<file path="config.mk">
export PLATFORM = sky130hd
export DESIGN_NAME = puf_challenge_sequencer
export DESIGN_NICKNAME = d
export VERILOG_FILES = /design/src/rtl/puf_challenge_sequencer.sv
export SDC_FILE = /design/constraint.sdc
export NUM_CORES = 1
export LEC_CHECK = 0
export ABC_AREA = 1
export CAP_MARGIN = 20
export CORE_MARGIN = 3
export CORE_UTILIZATION = 30
export CTS_BUF_LIST = sky130_fd_sc_hd__clkbuf_4 sky130_fd_sc_hd__clkbuf_8 sky130_fd_sc_hd__clkbuf_16
export DETAILED_ROUTE_END_ITERATION = 8
export GPL_TIMING_DRIVEN = 1
export PLACE_DENSITY = 0.57
export SLEW_MARGIN = 10
export SYNTH_ARGS = -nofsm -noshare
export SYNTH_HDL_FRONTEND = slang
export SYNTH_SLANG_ARGS = --single-unit
export TNS_END_PERCENT = 30
</file>
<file path="constraint.sdc">
create_clock -name clk -period 2.2 [get_ports clk]
set_input_delay 0.55 -clock clk [delete_from_list [all_inputs] [get_ports clk]]
set_output_delay 0.55 -clock clk [all_outputs]
set_load 0.01 [all_outputs]
</file>
<file path="src/rtl/puf_challenge_sequencer.sv">
// puf_challenge_sequencer
//   Sequencer for a ring-oscillator PUF. A 16-bit challenge seeds a Galois
//   LFSR. Each LFSR state picks one oscillator pair. For each pair the block
//   clears the counters, enables the oscillators for a timed window, lets the
//   counters settle and then compares them. The comparison bits are packed
//   into the response word.
//
//   Build option: PUF_MAJORITY_VOTE_EN. When it is defined, each pair is
//   measured three times and the response bit is the majority of the three
//   results.
//
//   Ports
//     clk        system clock
//     rst_n      asynchronous reset, active-high
//     start      run request, sampled only in IDLE
//     challenge  challenge word, latched when start is accepted
//     busy       run in progress (CLEAR..COMPARE)
//     done       one-cycle pulse when response/tie_seen update
//     response   last completed response
//     tie_seen   at least one compare in the last run had cnt_a == cnt_b
//     ro_en      oscillator enable for the selected pair
//     ro_clr     synchronous clear for both counters
//     sel_a      ring oscillator index for counter A
//     sel_b      ring oscillator index for counter B
//     cnt_a      counter A value
//     cnt_b      counter B value
//
//   state   | meaning
//   IDLE    | waiting for start
//   CLEAR   | latch pair selection, clear counters
//   MEASURE | ro_en high for WIN_CYC cycles
//   SETTLE  | ro_en low, counters settle for SETTLE_CYC cycles
//   COMPARE | sample cnt_a > cnt_b into the shadow word
//   DONE    | publish response, pulse done
module puf_challenge_sequencer #(
  parameter int RESP_BITS  = 8,
  parameter int CNT_W      = 32,
  parameter int WIN_CYC    = 1024,
  parameter int SETTLE_CYC = 4
) (
  input  logic                 clk,
  input  logic                 rst_n,
  input  logic                 start,
  input  logic [15:0]          challenge,
  output logic                 busy,
  output logic                 done,
  output logic [RESP_BITS-1:0] response,
  output logic                 tie_seen,
  output logic                 ro_en,
  output logic                 ro_clr,
  output logic [4:0]           sel_a,
  output logic [4:0]           sel_b,
  input  logic [CNT_W-1:0]     cnt_a,
  input  logic [CNT_W-1:0]     cnt_b
);

  localparam logic [2:0] IDLE    = 3'd0;
  localparam logic [2:0] CLEAR   = 3'd1;
  localparam logic [2:0] MEASURE = 3'd2;
  localparam logic [2:0] SETTLE  = 3'd3;
  localparam logic [2:0] COMPARE = 3'd4;
  localparam logic [2:0] DONE    = 3'd5;

  localparam int TMR_MAX = (WIN_CYC > SETTLE_CYC) ? WIN_CYC : SETTLE_CYC;
  localparam int TMR_W   = $clog2(TMR_MAX) + 1;
  localparam int IDX_W   = (RESP_BITS > 1) ? $clog2(RESP_BITS) : 1;

  logic [2:0]           state;
  logic [15:0]          lfsr;
  logic [15:0]          lfsr_adv;
  logic [TMR_W-1:0]     tmr;
  logic [IDX_W-1:0]     idx;
  logic [RESP_BITS-1:0] shadow;
  logic [RESP_BITS-1:0] shadow_nxt;
  logic                 shadow_tie;
  logic                 tie_nxt;
  logic                 cmp_bit;
  logic                 cmp_tie;
  logic                 bit_val;
  logic                 bit_final;
  logic                 last_bit;

  assign cmp_bit  = (cnt_a > cnt_b);
  assign cmp_tie  = (cnt_a == cnt_b);
  assign tie_nxt  = shadow_tie | cmp_tie;
  assign last_bit = (idx == IDX_W'(RESP_BITS - 1));
  // Galois LFSR with polynomial 0xB400. It shifts right and feeds back from bit 0.
  assign lfsr_adv = {1'b0, lfsr[15:1]} ^ (lfsr[0] ? 16'hB400 : 16'h0000);

`ifdef PUF_MAJORITY_VOTE_EN
  logic [1:0] rep;
  logic [1:0] votes;
  // The 2-bit sum cannot overflow: after two compares votes is at most 2.
  assign bit_final = (rep == 2'd2);
  assign bit_val   = ((votes + {1'b0, cmp_bit}) >= 2'd2);
`else
  assign bit_final = 1'b1;
  assign bit_val   = cmp_bit;
`endif

  always_comb begin
    shadow_nxt = shadow;
    shadow_nxt[idx] = bit_val;
  end

  // Outputs decode from state, so the async reset drops ro_en and busy immediately.
  assign busy   = (state == CLEAR) || (state == MEASURE) ||
                  (state == SETTLE) || (state == COMPARE);
  assign done   = (state == DONE);
  assign ro_en  = (state == MEASURE);
  assign ro_clr = (state == CLEAR);

  always_ff @(posedge clk or posedge rst_n) begin
    if (rst_n) begin
      state      <= IDLE;
      lfsr       <= 16'h0000;
      tmr        <= '0;
      idx        <= '0;
      shadow     <= '0;
      shadow_tie <= 1'b0;
      response   <= '0;
      tie_seen   <= 1'b0;
      sel_a      <= 5'd0;
      sel_b      <= 5'd0;
`ifdef PUF_MAJORITY_VOTE_EN
      rep        <= 2'd0;
      votes      <= 2'd0;
`endif
    end else begin
      case (state)
        IDLE: begin
          if (start) begin
            // A zero seed would lock up the LFSR, so it is replaced by 0xACE1.
            lfsr       <= (challenge == 16'h0000) ? 16'hACE1 : challenge;
            idx        <= '0;
            shadow     <= '0;
            shadow_tie <= 1'b0;
`ifdef PUF_MAJORITY_VOTE_EN
            rep        <= 2'd0;
            votes      <= 2'd0;
`endif
            state      <= CLEAR;
          end
        end
        CLEAR: begin
          sel_a <= lfsr[4:0];
          // Comparing an oscillator with itself tells nothing, so force distinct indices.
          sel_b <= (lfsr[9:5] == lfsr[4:0]) ? (lfsr[9:5] ^ 5'd1) : lfsr[9:5];
          tmr   <= TMR_W'(WIN_CYC - 1);
          state <= MEASURE;
        end
        MEASURE: begin
          if (tmr == '0) begin
            tmr   <= TMR_W'(SETTLE_CYC - 1);
            state <= SETTLE;
          end else begin
            tmr <= tmr - 1'b1;
          end
        end
        SETTLE: begin
          if (tmr == '0) state <= COMPARE;
          else           tmr   <= tmr - 1'b1;
        end
        COMPARE: begin
          shadow_tie <= tie_nxt;
          if (bit_final) begin
            shadow <= shadow_nxt;
            lfsr   <= lfsr_adv;
            if (last_bit) begin
              response <= shadow_nxt;
              tie_seen <= tie_nxt;
              state    <= DONE;
            end else begin
              idx   <= idx + 1'b1;
              state <= CLEAR;
            end
          end else begin
            state <= CLEAR;
          end
`ifdef PUF_MAJORITY_VOTE_EN
          rep   <= bit_final ? 2'd0 : rep + 2'd1;
          votes <= bit_final ? 2'd0 : votes + {1'b0, cmp_bit};
`endif
        end
        DONE:    state <= IDLE;
        default: state <= IDLE;
      endcase
    end
  end

endmodule

</file>
; ---- Yosys cells after proc, flatten, opt, wreduce, memory -nomap -nowiden
; Index checks and enable logic that the tools add are counted.
[totals]
register_bits = 61
inputBits = 83
elab_cells = 68
[classes]
n_addsub = 2
magnitude_cmp = 3
n_eq_ne = 13
mux = 23
bitwise = 3
n_reduce_logical = 14
[op_table]
columns = operator, count
row1 = 16-bit 2-to-1 mux, 3
row2 = 11-bit one-hot mux with 3 select lines, 1
row3 = 32-bit == test, 1
row4 = 32-bit > comparator, 1
row5 = 16-bit one-hot mux with 2 select lines, 1
row6 = 11-bit 2-to-1 mux, 2
row7 = 3-bit 2-to-1 mux, 6
row8 = 16-bit logical NOT, 1
row9 = 8-bit one-hot mux with 2 select lines, 1
row10 = 15-bit by 16-bit XOR with 16-bit output, 1
row11 = 3-bit one-hot mux with 5 select lines, 1
row12 = 11-bit logical NOT, 1
row13 = "11-bit by 1-bit subtractor with 11-bit output, second input constant", 1
row14 = "3-bit == test, second input constant", 3
row15 = 8-bit bitwise mux, 1
row16 = 8-bit 2-to-1 mux, 1
row17 = "3-bit by 2-bit == test with 1-bit output, second input constant", 2
row18 = "2-bit != test, second input constant", 3
row19 = 3-bit one-hot mux with 2 select lines, 1
row20 = 2-bit AND reduction, 3
row21 = 3-bit AND reduction, 2
row22 = 5-bit == test, 1
row23 = "3-bit by 4-bit < comparator with 1-bit output, second input constant", 1
row24 = "2-bit by 1-bit != test with 1-bit output, second input constant", 2
row25 = 13 further kinds, 17

; ---- Depth between registers and ports, before layout
[logic_depth]
depth_word = 6
mapped_depth = 17

; ---- Least setup slack after synthesis
; Ideal clock, no wire load.
[synth_timing]
kind = in2reg
from = in cnt_b[31]
to = reg response[7]
arrival_time_ns = 1.689
required_ns = 2.081
path_slack_ns = 0.392
cell_stages = 14
path_cell_list = inv_1 -> ha_1 -> nand2_1 -> nor2_1 -> nand2_1 -> inv_1 -> nand2_1 -> nand2_1 -> nor2_1 -> nand2_1 -> nand2_1 -> nand2_1 -> nand3_1 -> nand2_1
[synth_between]
elab_chain_cells = 2
[synth_rtl]
columns = item, line_no
row1 = start: declaration, 54  ; input logic [CNT_W-1:0] cnt_b
row2 = 32-bit > comparator, 83  ; assign cmp_bit = (cnt_a > cnt_b);
row3 = 8-bit bitwise mux, 103  ; shadow_nxt[idx] = bit_val;
row4 = end signal: assignment, 170  ; response <= shadow_nxt;
row5 = end: declaration, 47  ; output logic [RESP_BITS-1:0] response,
; Every way passes these cells.
; A chain may end at the register's enable or synchronous reset.

; ---- Worst setup path in the final report
[layout_timing]
from = in cnt_b[23]
to = reg shadow[3]
[layout_between]
elab_chain_cells = 3
[layout_rtl]
columns = item, line_no
row1 = 32-bit > comparator, 83
row2 = 8-bit bitwise mux, 103
row3 = 8-bit one-hot mux with 2 select lines, 130  ; case (state)
row4 = end signal: assignment, 167  ; shadow <= shadow_nxt;
row5 = end: declaration, 73  ; logic [RESP_BITS-1:0] shadow;
; Every way passes these cells.

==> run_results.csv <==
group,metric,value,unit
timing,layout_min_cycle_time,2106,ps
placed_design,dpl_cell_area,5289,um2
critical_path,worstPathCellList,"clkdlybuf4s50_1, inv_1, ha_1, nand4_1, nor4_2, nand2_1, nand2_2, nand2_8, nand2_2, nand3_1, nand2_1",
synthesis,netlist_area,3949,um2
clock_tree,root_buffer,"clkbuf_16",
synthesis,synth_mux_area_share,0,%
critical_path,critPathLaunchType,"primary input",
timing,fmax,474.8,MHz
critical_path,arrival,2370,ps
clock_tree,clkTransAtPathRegs,50,ps
clock_tree,cts.path.max_buffers,2,
critical_path,cp_slowest_cell,"clkdlybuf4s50_1",
die,die_w,120.7,um
die,die-height,120.7,um
die,core,12720,um2
synthesis,synth-async-reset-ratio,100.0,%
timing,slew_viol_final,0,
synthesis,synth_compound_area_share,12.80,%
synthesis,avgSynthCellArea,7.536,um2
timing,worstMarginPinSlew,481.8,ps
synthesis,ys.warnings.count,0,
global_routing,track_usage,14.46,%
route,ant_nets,0,
timing,setup_tns,0,ps
clock_tree,cts.sinks,61,
die,start_util,31.04,%
timing,fin_ws,94.00,ps
timing,fin_hold_ws,473.0,ps
layout,syn_to_final_growth,48.35,%
synthesis,ys_seq_area_share,38.66,%
hold_path,hold_class,"flip-flop to flip-flop",
die,io_pins,106,
synthesis,synth_fa_ha_area_share,11.41,%
timing,relSlewSlack,67.63,%
power,power.density,521.6,nW/um2
clock_tree,cts.htree.levels,3,
timing,rsz0062_at_grt,"true",
global_routing,grt_pass1_wl,17360,um
die,row_count,41,
critical_path,crit_buf_inv,2,
synthesis,synthSimpleGateAreaFrac,26.27,%
route,drtPass1Iterations,4,
placed_design,place_congestion,0.8522,
critical_path,path_class,"primary input to flip-flop",
clock_tree,clock_latency,320,ps
clock_tree,cts_buffers,9,
layout,fin_nets,768,
clock_tree,cts_tree,"built",
critical_path,reg2reg_slack,280,ps
global_routing,grt_max_degree,62,
critical_path,worst_path_largest_cell_delay,470,ps
synthesis,syn_nets,643,
run_status,status,"finished, final reports clean",
critical_path,worst-path-max-fanout,8,
layout,fillCellCount,1293,
route,vias_per_cell,4.628,
critical_path,path_delay_family,"simple AND/OR/NAND/NOR gates",
timing,finalCritPeriodShare,95.73,%
critical_path,worst_setup_path_end_kind,"flip-flop",
timing,skew,4.761,ps
layout,n_antenna_cell,0,
synthesis,synth_ff_type,"dfrtp_1",
global_routing,grt_pass1_vias,3804,
placed_design,dpl_worst_slack,-370.1,ps
job,drv_cap,0,
synthesis,synth_cell_types,35,
layout,fin_area,5858,um2
synthesis,synth_edf_count,0,
global_routing,overflow,0,
layout,drive_gt1_share,16.06,%
route,finalWirelength,10550,um
global_routing,antenna_found_initial,0,
layout,final_cell_mix,"nand2_1 (126), clkdlybuf4s50_1 (101), inv_1 (71)",
synthesis,synthXorXnorAreaFrac,1.774,%
route,drt_iter0_drc,129,
synthesis,synthCells,524,
critical_path,critPathRequiredTime,2460,ps
power,p_total,3.056,mW
route,num_vias,3823,
route,wl_per_cell,12.77,um
synthesis,synth_top_family_by_area,"simple AND/OR/NAND/NOR gates",
layout,layout_commonest_cell,"nand2_1",
power,p_leak,2.844,nW
placed_design,portBuffers,105,
timing,setup_viol,0,
die,dieArea,14580,um2
route,drc,0,
synthesis,synth-seq-cells,61,
timing,hold_violations,0,
placed_design,post-dp-hpwl,7959,um
power,ir_drop,0.3285,mV
[layout make-up]
type / count / area (um2) / share of cell area (%)
inverters: 84 / 315.3 / 5.382
repair buffers: 123 / 1194 / 20.38
well taps: 172 / 215.2 / 3.674
multi-input cells: 370 / 2275 / 38.83
clock inverters: 4 / 70.07 / 1.196
clock buffers: 12 / 260.3 / 4.443
flip-flops and latches: 61 / 1529 / 26.10
[cell usage after synthesis, types with 2 or more instances]
library cell / instances / area [um2]
dfrtp_1: 61 / 1526
xor2_1: 4 / 35.03
o22ai_1: 2 / 12.51
o221ai_1: 2 / 17.52
nor4_1: 3 / 18.77
a22oi_1: 9 / 67.56
buf_2: 5 / 25.02
ha_1: 36 / 450.4
nand2_1: 139 / 521.8
nand3_2: 2 / 20.02
clkbuf_1: 3 / 11.26
nor2_1: 33 / 123.9
nor3_2: 2 / 20.02
a21oi_1: 25 / 125.1
or2_2: 9 / 56.30
nor3_1: 10 / 50.05
clkinv_1: 2 / 7.510
nand4_1: 3 / 18.77
inv_2: 9 / 33.78
o21ai_1: 10 / 50.05
nor2_2: 3 / 18.77
o211ai_1: 4 / 30.03
nand3_1: 31 / 155.2
o21ai_0: 31 / 155.2
xnor2_1: 4 / 35.03
inv_1: 73 / 274.0
[routing by layer]
layer  vias up  global-route usage (%)  part of all wire, %
li1       1956                       -                    -
met4         0                   3.612                 0.84
met3         7                   2.806                  3.9
met1      1787                   18.81                   46
met5         -                       0                    0
met2        73                   24.73                   49
[metrics by stage]
stage          utilization [%]  cells
2_1_floorplan                -    524
3_3_place_gp             41.57    806
4_1_cts                  44.41    826
5_1_grt                  46.05    826
3_5_place_dp             41.57    806
6_report                 46.05    826
[logic make-up after synthesis]
kind of cell | count (synthesis)
and+or+nand+nor | 238
buffers and inverters | 93
AOI/OAI and AO/OA | 88
DFF | 61
adders and majority gates | 36
xor gates and xnor gates | 8
[state kept, by name (all words and copies together) (netlist names)]
signal,cells
tie_seen,1
state,3
tmr,11
shadow,8
lfsr,16
response,8
shadow_tie,1
idx,3
sel_a,5
sel_b,5
[timing repair]
action                                  in CTS  in global routing
pin swaps                                    1                 10
endpoints found under the hold margin        0                  0
setup buffers                                4                  0
hold buffers                                 0                  0
endpoints found under the setup margin      19                 18
gates resized for setup                      6                 46
[final timing paths]
| kind | startpoint | endpoint | cells after the start |
|---|---|---|---|
| setup / recovery | cnt_b[23] | shadow[3]$_DFFE_PP0P_ | 11 |
| hold / removal | shadow[2]$_DFFE_PP0P_ | shadow[2]$_DFFE_PP0P_ | 2 |
| setup reg to reg | state[0]$_DFFE_PP0P_ | response[4]$_DFFE_PP0P_ | 9 |
| hold reg to reg | shadow[2]$_DFFE_PP0P_ | shadow[2]$_DFFE_PP0P_ | 2 |
| max in group asynchronous | rst_n | state[2]$_DFFE_PP0P_ | 3 |
| min in group asynchronous | rst_n | tmr[10]$_DFFE_PP0P_ | 3 |
[where the power goes]
part	leakage, nW	switching, mW	internal, mW	total (mW)
clock	0.166	0.493	1.06	1.55
combinational	2.06	0.161	0.217	0.378
sequential	0.621	0	1.12	1.12
total	2.84	0.654	2.40	3.06
[worst min-delay path: cells and delay by family, from the launching register on]
kind             cells  cell delay [ps]
flip-flops           1              330
AND/OR/NAND/NOR      2              110
(Power assumes the default switching activity.)
